<file path="src/rtl/sr_pkg.sv">
// Shared encodings for the serial frame receiver and its shift-register core.
// The shift-mode encoding matches the far-end W_74HC194 driver.
package sr_pkg;

    typedef enum logic [2:0] {
        ST_IDLE   = 3'd0,
        ST_DATA   = 3'd1,
        ST_PARITY = 3'd2,
        ST_STOP   = 3'd3,
        ST_BREAK  = 3'd4
    } sr_state_t;

    typedef enum logic [1:0] {
        HOLD = 2'b00,
        SHR  = 2'b01,
        SHL  = 2'b10,
        LOAD = 2'b11
    } sr_mode_t;

endpackage

</file>
<file path="src/rtl/sr_serial_rx_if.sv">
// Serial-in / parallel-out bundle between the line sampler and downstream logic.
interface sr_serial_rx_if #(
    parameter int DATA_W = 4
);
    logic              bit_en;
    logic              sdi;
    logic [DATA_W-1:0] dout;
    logic              dout_valid;
    logic              parity_err;
    logic              frame_err;
    logic              busy;

    modport master (
        output bit_en, sdi,
        input  dout, dout_valid, parity_err, frame_err, busy
    );

    modport slave (
        input  bit_en, sdi,
        output dout, dout_valid, parity_err, frame_err, busy
    );
endinterface

</file>
<file path="src/rtl/sr_shift_core.sv">
// Universal shift register with 74HC194-style modes: SHR fills from q[0] upward,
// SHL fills from q[W-1] downward, LOAD takes the parallel input.
module sr_shift_core
    import sr_pkg::*;
#(
    parameter int W = 4
) (
    input  logic         clk,
    input  logic         mr,
    input  sr_mode_t     s,
    input  logic         dsr,
    input  logic         dsl,
    input  logic [W-1:0] d,
    output logic [W-1:0] q
);

    always_ff @(posedge clk or posedge mr) begin
        if (mr) begin
            q <= '0;
        end else begin
            case (s)
                HOLD:    q <= q;
                SHR:     q <= {q[W-2:0], dsr};
                SHL:     q <= {dsl, q[W-1:1]};
                LOAD:    q <= d;
                default: q <= q;
            endcase
        end
    end

endmodule

</file>
<file path="src/rtl/sr_serial_rx.sv">
// Frame receiver: start(0), DATA_W data bits, even parity, stop(1).
// Sampling happens only on clk edges qualified by bit_en.
module sr_serial_rx
    import sr_pkg::*;
#(
    parameter int DATA_W    = 4,
    parameter bit MSB_FIRST = 1'b1
) (
    input  logic           clk,
    input  logic           mr,
    sr_serial_rx_if.slave  rx
);

    localparam int CNT_W = $clog2(DATA_W);
    localparam logic [CNT_W-1:0] CNT_LAST = CNT_W'(DATA_W - 1);

    sr_state_t         state_q, state_d;
    sr_mode_t          mode;
    logic [CNT_W-1:0]  cnt_q, cnt_d;
    logic              pbit_q, pbit_d;
    logic [DATA_W-1:0] sr_q;
    logic [DATA_W-1:0] dout_q, dout_d;
    logic              valid_q, valid_d;
    logic              perr_q, perr_d;
    logic              ferr_q, ferr_d;

    // The first received bit ends up in the MSB when shifting towards higher indices.
    sr_shift_core #(.W(DATA_W)) u_core (
        .clk (clk),
        .mr  (mr),
        .s   (mode),
        .dsr (rx.sdi),
        .dsl (rx.sdi),
        .d   ('0),
        .q   (sr_q)
    );

    always_ff @(posedge clk or posedge mr) begin
        if (mr) begin
            state_q <= ST_IDLE;
            cnt_q   <= '0;
            pbit_q  <= 1'b0;
            dout_q  <= '0;
            valid_q <= 1'b0;
            perr_q  <= 1'b0;
            ferr_q  <= 1'b0;
        end else begin
            state_q <= state_d;
            cnt_q   <= cnt_d;
            pbit_q  <= pbit_d;
            dout_q  <= dout_d;
            valid_q <= valid_d;
            perr_q  <= perr_d;
            ferr_q  <= ferr_d;
        end
    end

    always_comb begin
        state_d = state_q;
        cnt_d   = cnt_q;
        pbit_d  = pbit_q;
        mode    = HOLD;
        dout_d  = dout_q;
        valid_d = 1'b0;
        perr_d  = perr_q;
        ferr_d  = 1'b0;
        if (rx.bit_en) begin
            case (state_q)
                ST_IDLE: begin
                    if (!rx.sdi) begin
                        state_d = ST_DATA;
                        cnt_d   = '0;
                    end
                end
                ST_DATA: begin
                    mode = MSB_FIRST ? SHR : SHL;
                    // Wrap on the last bit so the counter never leaves 0..DATA_W-1.
                    if (cnt_q == CNT_LAST) begin
                        cnt_d   = '0;
                        state_d = ST_PARITY;
                    end else begin
                        cnt_d = cnt_q + 1'b1;
                    end
                end
                ST_PARITY: begin
                    pbit_d  = rx.sdi;
                    state_d = ST_STOP;
                end
                ST_STOP: begin
                    if (rx.sdi) begin
                        dout_d  = sr_q;
                        valid_d = 1'b1;
                        perr_d  = (^sr_q) ^ pbit_q;
                        state_d = ST_IDLE;
                    end else begin
                        ferr_d  = 1'b1;
                        state_d = ST_BREAK;
                    end
                end
                ST_BREAK: begin
                    if (rx.sdi) begin
                        state_d = ST_IDLE;
                    end
                end
                default: state_d = ST_IDLE;
            endcase
        end
    end

    assign rx.dout       = dout_q;
    assign rx.dout_valid = valid_q;
    assign rx.parity_err = perr_q;
    assign rx.frame_err  = ferr_q;
    assign rx.busy       = (state_q != ST_IDLE);

endmodule
</file>
<file path="src/flat_wrapper.sv">
// flat-port wrapper written by rule: the top's interface ports become plain ports
module sr_serial_rx_flat import sr_pkg::*;
#(
    parameter int DATA_W    = 4,
    parameter bit MSB_FIRST = 1'b1
)
  (clk, mr, rx_bit_en, rx_sdi, rx_dout, rx_dout_valid, rx_parity_err, rx_frame_err, rx_busy);
  sr_serial_rx_if #(.DATA_W(DATA_W)) rx_i ();
  input  logic clk;
  input  logic mr;
  input wire logic [$bits(rx_i.bit_en)-1:0] rx_bit_en;
  input wire logic [$bits(rx_i.sdi)-1:0] rx_sdi;
  output wire logic [$bits(rx_i.dout)-1:0] rx_dout;
  output wire logic [$bits(rx_i.dout_valid)-1:0] rx_dout_valid;
  output wire logic [$bits(rx_i.parity_err)-1:0] rx_parity_err;
  output wire logic [$bits(rx_i.frame_err)-1:0] rx_frame_err;
  output wire logic [$bits(rx_i.busy)-1:0] rx_busy;
  assign rx_i.bit_en = rx_bit_en;
  assign rx_i.sdi = rx_sdi;
  assign rx_dout = rx_i.dout;
  assign rx_dout_valid = rx_i.dout_valid;
  assign rx_parity_err = rx_i.parity_err;
  assign rx_frame_err = rx_i.frame_err;
  assign rx_busy = rx_i.busy;
  sr_serial_rx #(.DATA_W(DATA_W), .MSB_FIRST(MSB_FIRST)) u_core (.clk(clk), .mr(mr), .rx(rx_i));
endmodule
</file>
<file path="config.mk">
export PLATFORM = sky130hd
export DESIGN_NAME = sr_serial_rx_flat
export DESIGN_NICKNAME = d
export VERILOG_FILES = /design/src/rtl/sr_pkg.sv /design/src/rtl/sr_serial_rx_if.sv /design/src/rtl/sr_shift_core.sv /design/src/rtl/sr_serial_rx.sv /design/src/flat_wrapper.sv
export SDC_FILE = /design/constraint.sdc
export NUM_CORES = 1
export LEC_CHECK = 0
export BUFFER_PORTS_ARGS = -buffer_cell sky130_fd_sc_hd__buf_2
export CAP_MARGIN = 20
export CORE_MARGIN = 5
export CORE_UTILIZATION = 48
export CTS_CLUSTER_SIZE = 25
export DETAILED_ROUTE_END_ITERATION = 6
export GPL_TIMING_DRIVEN = 1
export PLACE_DENSITY_LB_ADDON = 0.25
export SETUP_SLACK_MARGIN = 0.05
export SYNTH_ARGS = -nofsm -noshare
export SYNTH_HDL_FRONTEND = slang
export SYNTH_HIERARCHICAL = 1
export SYNTH_SLANG_ARGS = --single-unit
</file>
<file path="constraint.sdc">
create_clock -name clk -period 2 [get_ports clk]
set_clock_uncertainty 0.2 [all_clocks]
set_input_delay 0.4 -clock clk [delete_from_list [all_inputs] [get_ports clk]]
set_output_delay 0.4 -clock clk [all_outputs]
set_load 0.005 [all_outputs]
</file>
[After elaboration in Yosys (flattened, before gate mapping)]
Cells that the tools add are included.
Widths: inputs -> output; s select.
Word-level totals
  output and inout bits: 8
  input bits: 4
  memories: 0
  RAM bits: 0
  bits in registers: 17
  bits in latches: 0
  ROM bits: 0
Operators by class
  muxes and demuxes: 17
  magnitude comparators: 0
  shift operators: 0
  multiply operators: 0
  bitwise operators: 1
  reduce and logical (&&, ||, !) cells: 9
  equal/unequal tests: 11
  add/subtract/negate cells: 1
  divide/modulo/power cells: 0
Operators with widths (number)
  $pmux 3 s5: 1
  $mux 3: 4
  $pmux 4 s3: 1
  $mux 1: 7
  $eq 2x2->1 const B: 3
  $eq 3x2->1 const B: 2
  $mux 2: 3
  $reduce_and 3->1: 2
  $ne 2x2->1 const B: 2
  $pmux 2 s2: 1
  $reduce_and 4->1: 1
  $reduce_xor 4->1: 1
  $eq 3x1->1 const B: 1
  $eq 3x3->1 const B: 1
  $logic_not 3->1: 1
  $reduce_bool 3->1: 1
  $add 2x1->2 const B: 1
  $eq 2x1->1 const B: 1
  $logic_not 2->1: 1
  $ne 2x1->1 const B: 1
  $reduce_and 2->1: 1
  $reduce_bool 2->1: 1
  $xor 1x1->1: 1

[Depth between registers and ports, before layout]
Gate-level depths: netlist of the first run.
  depth in word-level cells: 5
  gate-level depth with buffers: 4
  mapped depth without buffers: 4

[Hierarchy]
Netlist of the first run, hierarchy kept.
Modules (own cells, without submodules)
  sr_serial_rx: seq. area each 325.3 um^2, times used 1, area each 598.1 um^2, cells each 48
  sr_shift_core: seq. area each 100.1 um^2, times used 1, area each 209.0 um^2, cells each 9

[Worst setup path after synthesis of the first run]
OpenSTA, ideal clock, no wires.
  kind: flip-flop to flip-flop
  start point: register u_core.state_q[2]
  end point: register u_core.u_core.q[2]
  period minus slack after synthesis: 1.942 ns
  arrival: 1.602 ns
  path slack: 0.058 ns
  cell stages (with the launch flop): 4
  setup time: 0.140 ns
  cell sequence: dfrtp_1 nand2b_1 nor3_1 mux4_1
On the way
  longest elaborated chain between the ends: 5
  elaborated cells on any way between the ends: 8
  classes of those cells: 4 x eq/ne; 3 x mux; 1 x reduce/logical
RTL lines
  start, declared: RTL line sr_serial_rx.sv:17  | sr_state_t state_q, state_d;
  start signal, assigned: RTL line sr_serial_rx.sv:48  | state_q <= state_d;
  $eq 3x1->1 *: RTL line sr_serial_rx.sv:68  | case (state_q)
  $mux 1 *: RTL line sr_serial_rx.sv:68
  $mux 2 *: RTL line sr_serial_rx.sv:67  | if (rx.bit_en) begin
  net u_core.mode[0]: RTL line sr_serial_rx.sv:18  | sr_mode_t mode;
  $eq 2x2->1 or $eq 2x1->1 (tied branches): RTL line sr_shift_core.sv:21  | case (s)
  $pmux 4 s3: RTL line sr_shift_core.sv:21
  end signal, assigned: RTL line sr_shift_core.sv:22  | HOLD: q <= q;
  end signal, assigned: RTL line sr_shift_core.sv:23  | SHR: q <= {q[W-2:0], dsr};
  end signal, assigned: RTL line sr_shift_core.sv:24  | SHL: q <= {dsl, q[W-1:1]};
  end, declared: RTL line sr_shift_core.sv:14  | output logic [W-1:0] q
Mark *: on every way through the listed nets, which the timed path passes. The rest lies on a longest branch.
A chain may end at the register's enable or synchronous reset.

[Worst setup path after layout of the first run]
Ends and elaborated chain as after synthesis.

==> flow_summary_export.csv, run 1 <==
group,metric,value,unit
run_status,outcome,"finished, final reports clean",
detailed_routing,dr.pass1.iters,4,
worst_hold_path,hold_class,"in2reg",
placement,post-dp-hpwl,1046,µm
floorplanning,fp-row-count,14,
placement,gp_congestion,0.8081,
floorplanning,num_io_pins,12,
yosys,ys_seq_area_share,52.71,%
worst_hold_path,hold_start,"rx_bit_en",
clocking,cts_tree,"yes",
clocking,cts-root-buf,"clkbuf_4",
grt,grt_pass1_vias,525,
setup_path,rrSetupSlack,0.23,ns
power,pwr-share-comb,40.4,%
power,power.total,1345,µW
clocking,clk_pin_slew_worst_paths,0.09,ns
detailed_routing,ant_nets,0,
power,power_density,1405,nW/µm²
timing,hold_violations,0,
floorplanning,initial_core_util,51.77,%
finish,finalNetCount,87,
detailed_routing,routed_via_density,5.763,
power,p_sw,451.3,µW
power,power_frac_clock,13.5,%
timing,relSlewSlack,65.59,%
setup_path,path_cells,"nand2b_1, nor3_2, mux4_1",
setup_path,cpMaxStageDelayCell,"mux4_1",
setup_path,critPathMaxStageDelay,0.59,ns
yosys,syn-mean-instance-area,14.16,µm²
detailed_routing,wl_per_cell,15.30,µm
setup_path,r2r-start,"u_core/state_q[2]",
setup_path,cp_num_buf_inv,0,
power,p_int,893.9,µW
yosys,syn_inst,57,
power,leakagePower,0.0004935,µW
placement,place_inst,92,
setup_path,timing.rr.end,"u_core/u_core/q[2]",
detailed_routing,wirelength,1484,µm
yosys,syn_area,807.0,µm²
grt,grt_use_total,13.63,%
timing,period_needed,1.768,ns
finish,finalNonFillerCells,97,
floorplanning,die_h,51.01,µm
setup_path,critical_path.startpoint_type,"flop",
timing,max_freq,565.6,MHz
setup_path,cp_top_family,"multiplexers",
power,netSwitchingFraction,33.55,%
timing,slew_violations,0,
clocking,cts.sinks,17,
yosys,synth_top_area_share,52.71,%
clocking,numCtsBuffers,3,
timing,finalSetupViolCount,0,
power,power_frac_seq,46.1,%
yosys,synth_cell_types,24,
grt,grt-ovfl-total,0,
setup_path,crit_arrival,1.73,ns
setup_path,r2r_cells,3,
floorplanning,die_x,51.01,µm
clocking,ctsLongestPathBuffers,2,
placement,port_buffers,11,
setup_path,crit_path_max_fanout,6,
timing,period_share,88.40,%
grt,antenna_found_initial,0,
worst_hold_path,holdPathStages,2,
setup_path,worstSetupPathType,"reg2reg",
finish,syn_to_final_growth,18.60,%
clocking,clk_latency,0.29,ns
yosys,synth_warnings,6,
finish,antennaDiodeCount,0,
clocking,cts_max_level,1,
setup_path,required,1.96,ns
finish,drive_gt1_share,22.22,%
yosys,synth_area_leaders,"dfrtp_1 53%, mux4_1 13%, mux2_1 7.0%",
grt,grt_pass1_wl,2435,µm
yosys,synth_top_cell_by_area,"dfrtp_1",
floorplanning,die_area,2602,µm²
flow_run,maxCapViolations,0,
setup_path,crit_path_end_kind,"flop",
worst_hold_path,min_to,"u_core/state_q[1]",
detailed_routing,vias,559,
timing,tightest_slew,0.5155,ns
timing,fin_tns_setup,0,ns
power,vdd_drop_max,746.9,µV
grt,grt_max_degree,14,
detailed_routing,route.detailed.drc,0,
floorplanning,core_area,1559,µm²
timing,rsz0062_at_grt,"no",
detailed_routing,initialDrtViolationCount,15,
yosys,ys_seq_elements,17,
synthesized netlist by cell type:
cell type	number
inv_1	6
a22o_1	2
nor2b_1	1
o31a_1	1
dfrtp_1	17
mux2_1	5
xnor3_1	1
nor3_1	2
o22ai_1	2
nand2_2	1
o21ai_0	1
nand3_1	1
ha_1	1
conb_1	1
mux4_1	4
nand2b_1	1
nor2_1	1
and4b_1	2
a21oi_1	1
a31oi_1	1
mux2_2	1
xor2_1	1
a211o_1	2
xnor2_1	1
cells by family (layout without fill, tap and decap cells):
group                      Yosys count  in the layout  share of synthesized area [%]
AOI/OAI and AO/OA                   10             10                          8.992
adders and majority gates            1              1                          1.550
and+or+nand+nor                      9              9                          7.132
DFF                                 17             17                          52.71
buffers and inverters                6             23                          2.790
muxes                               10             10                          21.39
xor gates and xnor gates             3              3                          4.961
other                                1              8                         0.4647
metal layers:
metal	up-vias	global-route usage, %	routed length, µm
li1	256	-	-
met1	268	14.63	598
met2	26	21.67	732
met3	9	6.686	110
met4	0	8.072	42
met5	-	0	0
placed cells by master (no fill, tap or decap), drive strengths merged, types with 2 or more instances in the layout:
cell    count
buf        12
a22o        2
a211o       2
dfrtp      17
clkbuf      4
o22ai       2
mux2        6
and4b       2
conb        8
inv         6
mux4        4
nor3        2
area by class of cell:
class                   count  area [µm²]
multi-input cells          41       390.4
repair buffers             13       72.57
inverters                   6       22.52
flip-flops and latches     17       425.4
fillers                   125       601.8
well taps                  16       20.02
clock buffers               4       26.28
worst max-delay path by stage:
| stage | start | end | slack, ns | cells after the start |
|---|---|---|---|---|
| after floorplan | u_core/state_q[2] | u_core/u_core/q[2] | 0.06 | 3 |
| after global placement | rx_bit_en | u_core/u_core/q[2] | 0.23 | 4 |
| after detailed placement | rx_bit_en | u_core/u_core/q[2] | 0.14 | 4 |
| after CTS | u_core/state_q[2] | u_core/u_core/q[2] | 0.16 | 3 |
| after global routing | u_core/state_q[2] | u_core/u_core/q[2] | 0.15 | 3 |
| final | u_core/state_q[2] | u_core/u_core/q[2] | 0.23 | 3 |
sequential cells by signal (all words and copies together) (netlist names):
register	cells
u_core/rx.dout_valid	1
u_core/rx.dout	4
u_core/rx.frame_err	1
u_core/state_q	3
u_core/cnt_q	2
u_core/pbit_q	1
u_core/rx.parity_err	1
u_core/u_core/q	4
power by group through the flow:
stage	combinational, µW	sequential, µW	clock [µW]
global placement	521	616	0
floorplan	392	595	0
finish	543	620	182
CTS	540	616	188
detailed placement	537	621	0
global route	591	642	210
timing repair:
item                                   4_1_cts  5_1_grt
hold buffers                                 1        0
setup endpoints to repair                    0        1
resized for setup                            0        1
endpoints found under the hold margin       17        0
setup buffers                                0        0
stage by stage:
step	cell area (µm²)	utilization, %	hold WS (ns)	setup WS, ns
6_report	957.2	61.40	0.1581	0.2319
5_1_grt	957.2	61.40	0.1430	0.1506
4_1_cts	952.2	61.08	0.1452	0.1621
3_5_place_dp	915.9	58.75	0.1057	0.1407
3_3_place_gp	915.9	58.75	0.09117	0.2288
2_1_floorplan	833.3	-	-0.03392	0.05788
No activity file was read; power rests on OpenSTA's default activity.
==> inputs of run 2 (changes only) <==
Settings changed: CELL_PAD_IN_SITES_DETAIL_PLACEMENT set to 1, CELL_PAD_IN_SITES_GLOBAL_PLACEMENT set to 2, CORE_ASPECT_RATIO set to 0.9, CORE_UTILIZATION 48 to 36, CTS_BUF_LIST set to sky130_fd_sc_hd__clkbuf_2.
==> run 2 against run 1 <==
Global-route usage fell by 0.73 points. Setup slack worse by 0.068 ns. Sequential power grew 1%. Combinational power increased by 1%. Critical path depth did not move. Hold slack got worse by 0.0020 ns. First-iteration DRC count decreased by 73%. Flip-flop and latch count unchanged. Routed wire length grew 16%.
==> flow_summary_export.csv, run 2 (synthesized netlist as in run 1, its figures left out) <==
group,metric,value,unit
run_status,outcome,"finished, final reports clean",
timing,period_share,91.82,%
setup_path,crit_path_end_kind,"flop",
timing,max_freq,544.5,MHz
power,p_int,865.7,µW
setup_path,timing.rr.end,"u_core/u_core/q[2]",
power,vdd_drop_max,615.6,µV
grt,grt_max_degree,14,
floorplanning,num_io_pins,12,
setup_path,worstSetupPathType,"reg2reg",
finish,finalNetCount,87,
power,power_frac_clock,11.7,%
grt,grtUsageMet1,16.18,%
setup_path,crit_path_max_fanout,6,
detailed_routing,route.detailed.drc,0,
clocking,cts_max_level,1,
floorplanning,die_area,3290,µm²
grt,grtUsageMet2,21.40,%
timing,rsz0062_at_grt,"no",
power,netSwitchingFraction,35.01,%
finish,fill_cells,247,
finish,final_common_cell,"dfrtp_1",
timing,relSlewSlack,66.56,%
power,power_density,1388,nW/µm²
setup_path,r2r_cells,3,
clocking,cts_tree,"yes",
finish,final_cell_mix,"17 x dfrtp_1, 11 x buf_2, 8 x conb_1",
grt,grt_pass1_vias,610,
detailed_routing,wl_per_cell,15.95,µm
timing,tightest_slew,0.5011,ns
setup_path,crit_arrival,1.81,ns
detailed_routing,dr.pass1.iters,4,
setup_path,setup.worst_path.start,"u_core/state_q[2]",
grt,met3_usage,4.408,%
clocking,cts_resized,0,
placement,gp_congestion,0.7731,
timing,finalSetupViolCount,0,
setup_path,cpMaxStageDelayCell,"mux4_1",
detailed_routing,routed_via_density,4.954,
detailed_routing,initialDrtViolationCount,4,
power,leakagePower,0.0004936,µW
finish,drive_gt1_share,22.22,%
clocking,numCtsBuffers,3,
detailed_routing,ant_nets,0,
clocking,cts.sinks,17,
placement,post-dp-hpwl,1295,µm
setup_path,r2r-start,"u_core/state_q[2]",
floorplanning,initial_core_util,37.33,%
floorplanning,fp-row-count,16,
timing,period_needed,1.836,ns
timing,whs,0.1561,ns
timing,hold_violations,0,
clocking,clk_pin_slew_worst_paths,0.15,ns
setup_path,rrSetupSlack,0.16,ns
timing,slew_violations,0,
grt,grt_busiest_layer,"met2",
power,p_sw,466.3,µW
timing,fin_tns_setup,0,ns
clocking,clk_latency,0.29,ns
finish,antennaDiodeCount,0,
clocking,cts-root-buf,"clkbuf_2",
clocking,ctsLongestPathBuffers,2,
clocking,postCtsSetupBuffers,0,
power,pwr-share-comb,41.2,%
worst_hold_path,hold_class,"in2reg",
placement,port_buffers,11,
finish,syn_to_final_growth,18.91,%
grt,grt_pass1_wl,2987,µm
grt,grt-ovfl-total,0,
detailed_routing,wirelength,1723,µm
floorplanning,die_x,59.91,µm
setup_path,critical_path.startpoint_type,"flop",
setup_path,worstSetupEndpoint,"u_core/u_core/q[2]",
flow_run,maxCapViolations,0,
floorplanning,core_area,2162,µm²
setup_path,critPathMaxStageDelay,0.59,ns
power,power_frac_seq,47.1,%
grt,grt_use_total,12.90,%
setup_path,path_cells,"nand2b_1, nor3_1, mux4_1",
grt,antenna_found_initial,0,
detailed_routing,vias,535,
setup_path,required,1.98,ns
floorplanning,die_h,54.92,µm
==> run 2: cell counts in the layout (fill, tap and decap cells not counted) <==
No cell type changed its count.
==> run 2: through the flow <==
stage | utilization, % | total power, µW | std cells | cell area [µm²] | setup WS (ns)
2_1_floorplan | - | 986.4 | 64 | 833.3 | 0.05788
6_report | 44.39 | 1332 | 108 | 959.7 | 0.1636
5_1_grt | 44.39 | 1443 | 108 | 959.7 | 0.09070
3_5_place_dp | 43.00 | 1192 | 103 | 929.6 | 0.1512
3_3_place_gp | 43.00 | 1161 | 103 | 929.6 | 0.2207
4_1_cts | 44.39 | 1355 | 108 | 959.7 | 0.1640
==> run 2: what timing repair did <==
action / in CTS / in global routing
hold buffers: 1 / 0
endpoints found under the setup margin: 0 / 0
endpoints found under the hold margin: 17 / 0
==> run 2: area by class of cell <==
cell class                      instances  area [µm²]  share of cell area [%]
Timing Repair Buffer                   13       72.57                   7.562
Clock buffer                            4       20.02                   2.086
Tap cell                               27       33.78                   3.520
Multi-Input combinational cell         41       385.4                   40.16
Sequential cell                        17       425.4                   44.33
Inverter                                6       22.52                   2.347
==> run 2: power groups by stage <==
stage | Sequential [µW] | Combinational (µW) | Clock, µW
final | 627 | 549 | 155
after global routing | 657 | 603 | 183
after CTS | 632 | 556 | 167
after detailed placement | 638 | 554 | 0
after global placement | 629 | 532 | 0
after floorplan | 595 | 392 | 0
==> run 2: critical path, delay by kind of cell (launching register included) <==
kind	cells	cell delay, ns
and+or+nand+nor	2	0.48
muxes	1	0.59
DFF	1	0.46
==> run 2: how the worst min path moves through the flow <==
stage	start	depth (start not counted)	slack, ns	endpoint
4_1_cts	rx_bit_en	2	0.13	u_core/state_q[1]
2_1_floorplan	mr	1	-0.03	u_core/u_core/q[0]
3_3_place_gp	mr	2	0.10	u_core/u_core/q[3]
5_1_grt	rx_bit_en	2	0.13	u_core/state_q[2]
6_report	rx_bit_en	2	0.16	u_core/state_q[1]
3_5_place_dp	mr	2	0.11	u_core/u_core/q[3]
==> run 2: per-layer routing <==
| layer | routed length [µm] | vias up |
|---|---|---|
| li1 | - | 253 |
| met1 | 804 | 267 |
| met2 | 822 | 13 |
| met3 | 79 | 2 |
| met4 | 16 | 0 |
| met5 | 0 | - |
==> inputs of run 3 (changes only) <==
Clock period 2 ns to 1.6 ns, I/O delays scaled along.
==> run 3 against run 2 <==
The run now ends with negative setup slack left. Register-to-register slack got worse by 0.20 ns. Sequential power increased by 19%. Power increased by 60%. Routed wire length increased by 12%. Clock power increased by 21%. Final cell count increased by 17%. Design area increased by 22%. Critical path depth increased by 1. Via count increased by 18%. Core utilization increased by 9.7 points. Largest power group is now combinational cells.
==> flow_summary_export.csv, run 3 (synthesized netlist as in run 1, its figures left out) <==
group,metric,value,unit
worst_hold_path,hold_start,"rx_sdi",
power,power_frac_clock,8.8,%
floorplanning,core_area,2162,µm²
detailed_routing,wirelength,1925,µm
detailed_routing,routed_via_density,5.024,
detailed_routing,m1WireLength,844,µm
timing,rsz0062_at_grt,"yes",
timing,fin_tns_setup,-0.1304,ns
run_status,outcome,"complete, but fails checks",
setup_path,critPathMaxStageDelay,0.52,ns
clocking,cts_tree,"yes",
power,netSwitchingFraction,33.43,%
power,power_frac_seq,34.9,%
setup_path,cp_num_buf_inv,2,
floorplanning,die_h,54.92,µm
setup_path,required,1.58,ns
grt,grt_pass1_vias,665,
detailed_routing,wl_per_cell,15.28,µm
finish,syn_to_final_growth,44.96,%
power,power_density,1823,nW/µm²
setup_path,rrSetupSlack,-0.03,ns
power,power.total,2133,µW
floorplanning,die_x,59.91,µm
finish,final_cell_mix,"16 x dfrtp_1, 12 x buf_4, 11 x buf_2",
setup_path,path_cells,"inv_2, buf_6, nor3_4, mux4_2",
finish,fill_cells,228,
clocking,cts-root-buf,"clkbuf_2",
power,leakagePower,0.0006163,µW
detailed_routing,vias,633,
flow_run,maxCapViolations,0,
timing,hold_violations,0,
setup_path,r2r_cells,4,
clocking,clk_latency,0.29,ns
setup_path,timing.rr.end,"u_core/u_core/q[2]",
timing,period_needed,1.634,ns
power,p_int,1420,µW
power,pwr-share-comb,56.3,%
clocking,clk_pin_slew_worst_paths,0.16,ns
finish,fin_area,1170,µm²
finish,antennaDiodeCount,0,
timing,tightest_slew,0.5175,ns
detailed_routing,route.detailed.drc,0,
power,p_sw,712.9,µW
detailed_routing,top_layer,"met4",
finish,final_common_cell,"dfrtp_1",
grt,antenna_found_initial,0,
timing,slew_violations,0,
finish,finalNetCount,105,
setup_path,setup.worst_path.start,"u_core/state_q[0]",
setup_path,crit_path_max_fanout,2,
setup_path,crit_arrival,1.61,ns
worst_hold_path,hold_class,"in2reg",
grt,grt_max_degree,14,
setup_path,crit_path_end_kind,"flop",
detailed_routing,initialDrtViolationCount,5,
floorplanning,die_area,3290,µm²
setup_path,cp_top_family,"multiplexers",
placement,pre_cts_ws,0.01044,ns
placement,post-dp-hpwl,1338,µm
grt,grt-ovfl-total,0,
setup_path,cpMaxStageDelayCell,"mux4_2",
grt,grt_pass1_wl,3291,µm
placement,place_inst,112,
setup_path,worstSetupEndpoint,"u_core/u_core/q[2]",
setup_path,critical_path.startpoint_type,"flop",
placement,port_buffers,11,
clocking,ctsLongestPathBuffers,2,
clocking,numCtsBuffers,3,
clocking,cts_max_level,1,
floorplanning,fp-row-count,16,
power,vdd_drop_max,882.6,µV
timing,setup_slack,-0.03375,ns
detailed_routing,route.met3.wl,57,µm
clocking,cts.sinks,17,
worst_hold_path,holdPathStages,2,
floorplanning,initial_core_util,37.33,%
detailed_routing,dr.pass1.iters,4,
detailed_routing,ant_nets,0,
grt,grt_use_total,14.59,%
run_status,violations,"negative setup slack",
timing,relSlewSlack,65.46,%
setup_path,cp.depth,4,
setup_path,worstSetupPathType,"reg2reg",
setup_path,r2r-start,"u_core/state_q[0]",
timing,period_share,102.1,%
timing,finalSetupViolCount,7,
timing,max_freq,612.1,MHz
placement,gp_congestion,0.7710,
finish,drive_gt1_share,51.52,%
placement,place_area,1012,µm²
finish,finalNonFillerCells,126,
detailed_routing,wl_met2,1001,µm
floorplanning,num_io_pins,12,
## run 3: cell types whose count changed in the layout (fill, tap and decap cells not counted), moves of 2 or more
cell	delta
inv_2	+2
mux4_1	-2
buf_6	+7
buf_4	+11
mux4_2	+2
inv_1	-3
nor3_1	-2
mux2_4	+5
mux2_1	-5
## run 3: layout make-up
| cell class | count | area [µm²] | share of cell area (%) |
|---|---|---|---|
| Multi-Input combinational cell | 41 | 430.4 | 36.79 |
| Tap cell | 27 | 33.78 | 2.888 |
| Sequential cell | 17 | 426.7 | 36.47 |
| Clock inverter | 1 | 5.005 | 0.4278 |
| Inverter | 6 | 25.02 | 2.139 |
| Clock buffer | 3 | 15.01 | 1.283 |
| Timing Repair Buffer | 31 | 234.0 | 20.00 |
## run 3: metal layers
metal / vias to the layer above / track usage, %
met1: 328 / 17.30
met3: 2 / 4.176
li1: 295 / -
met5: - / 0
met2: 8 / 24.64
met4: 0 / 6.642
## run 3: how the worst min path moves through the flow
stage                           to  slack, ns
4_1_cts        u_core/rx.frame_err       0.09
5_1_grt        u_core/rx.frame_err       0.10
3_3_place_gp    u_core/u_core/q[0]       0.02
6_report       u_core/rx.frame_err       0.11
2_1_floorplan   u_core/u_core/q[0]      -0.11
3_5_place_dp    u_core/u_core/q[0]       0.02
## run 3: what timing repair did
action                                  CTS  global route
gates resized for setup                  16             5
endpoints found under the setup margin    3            13
hold buffers                              1             0
hold endpoints to repair                 17             0
setup buffers                             7             2
pin swaps                                 3             2
## run 3: power groups by stage
| stage | sequential (µW) | clock [µW] | combinational [µW] |
|---|---|---|---|
| floorplan | 752 | 0 | 515 |
| global placement | 757 | 0 | 832 |
| detailed placement | 773 | 0 | 864 |
| CTS | 745 | 205 | 1130 |
| finish | 744 | 187 | 1200 |
| global route | 768 | 224 | 1320 |
## run 3: through the flow
step / hold slack [ns] / utilization, %
floorplan: -0.1139 / -
global placement: 0.01567 / 46.82
detailed placement: 0.01983 / 46.82
CTS: 0.09256 / 52.84
global route: 0.1018 / 54.11
finish: 0.1149 / 54.11
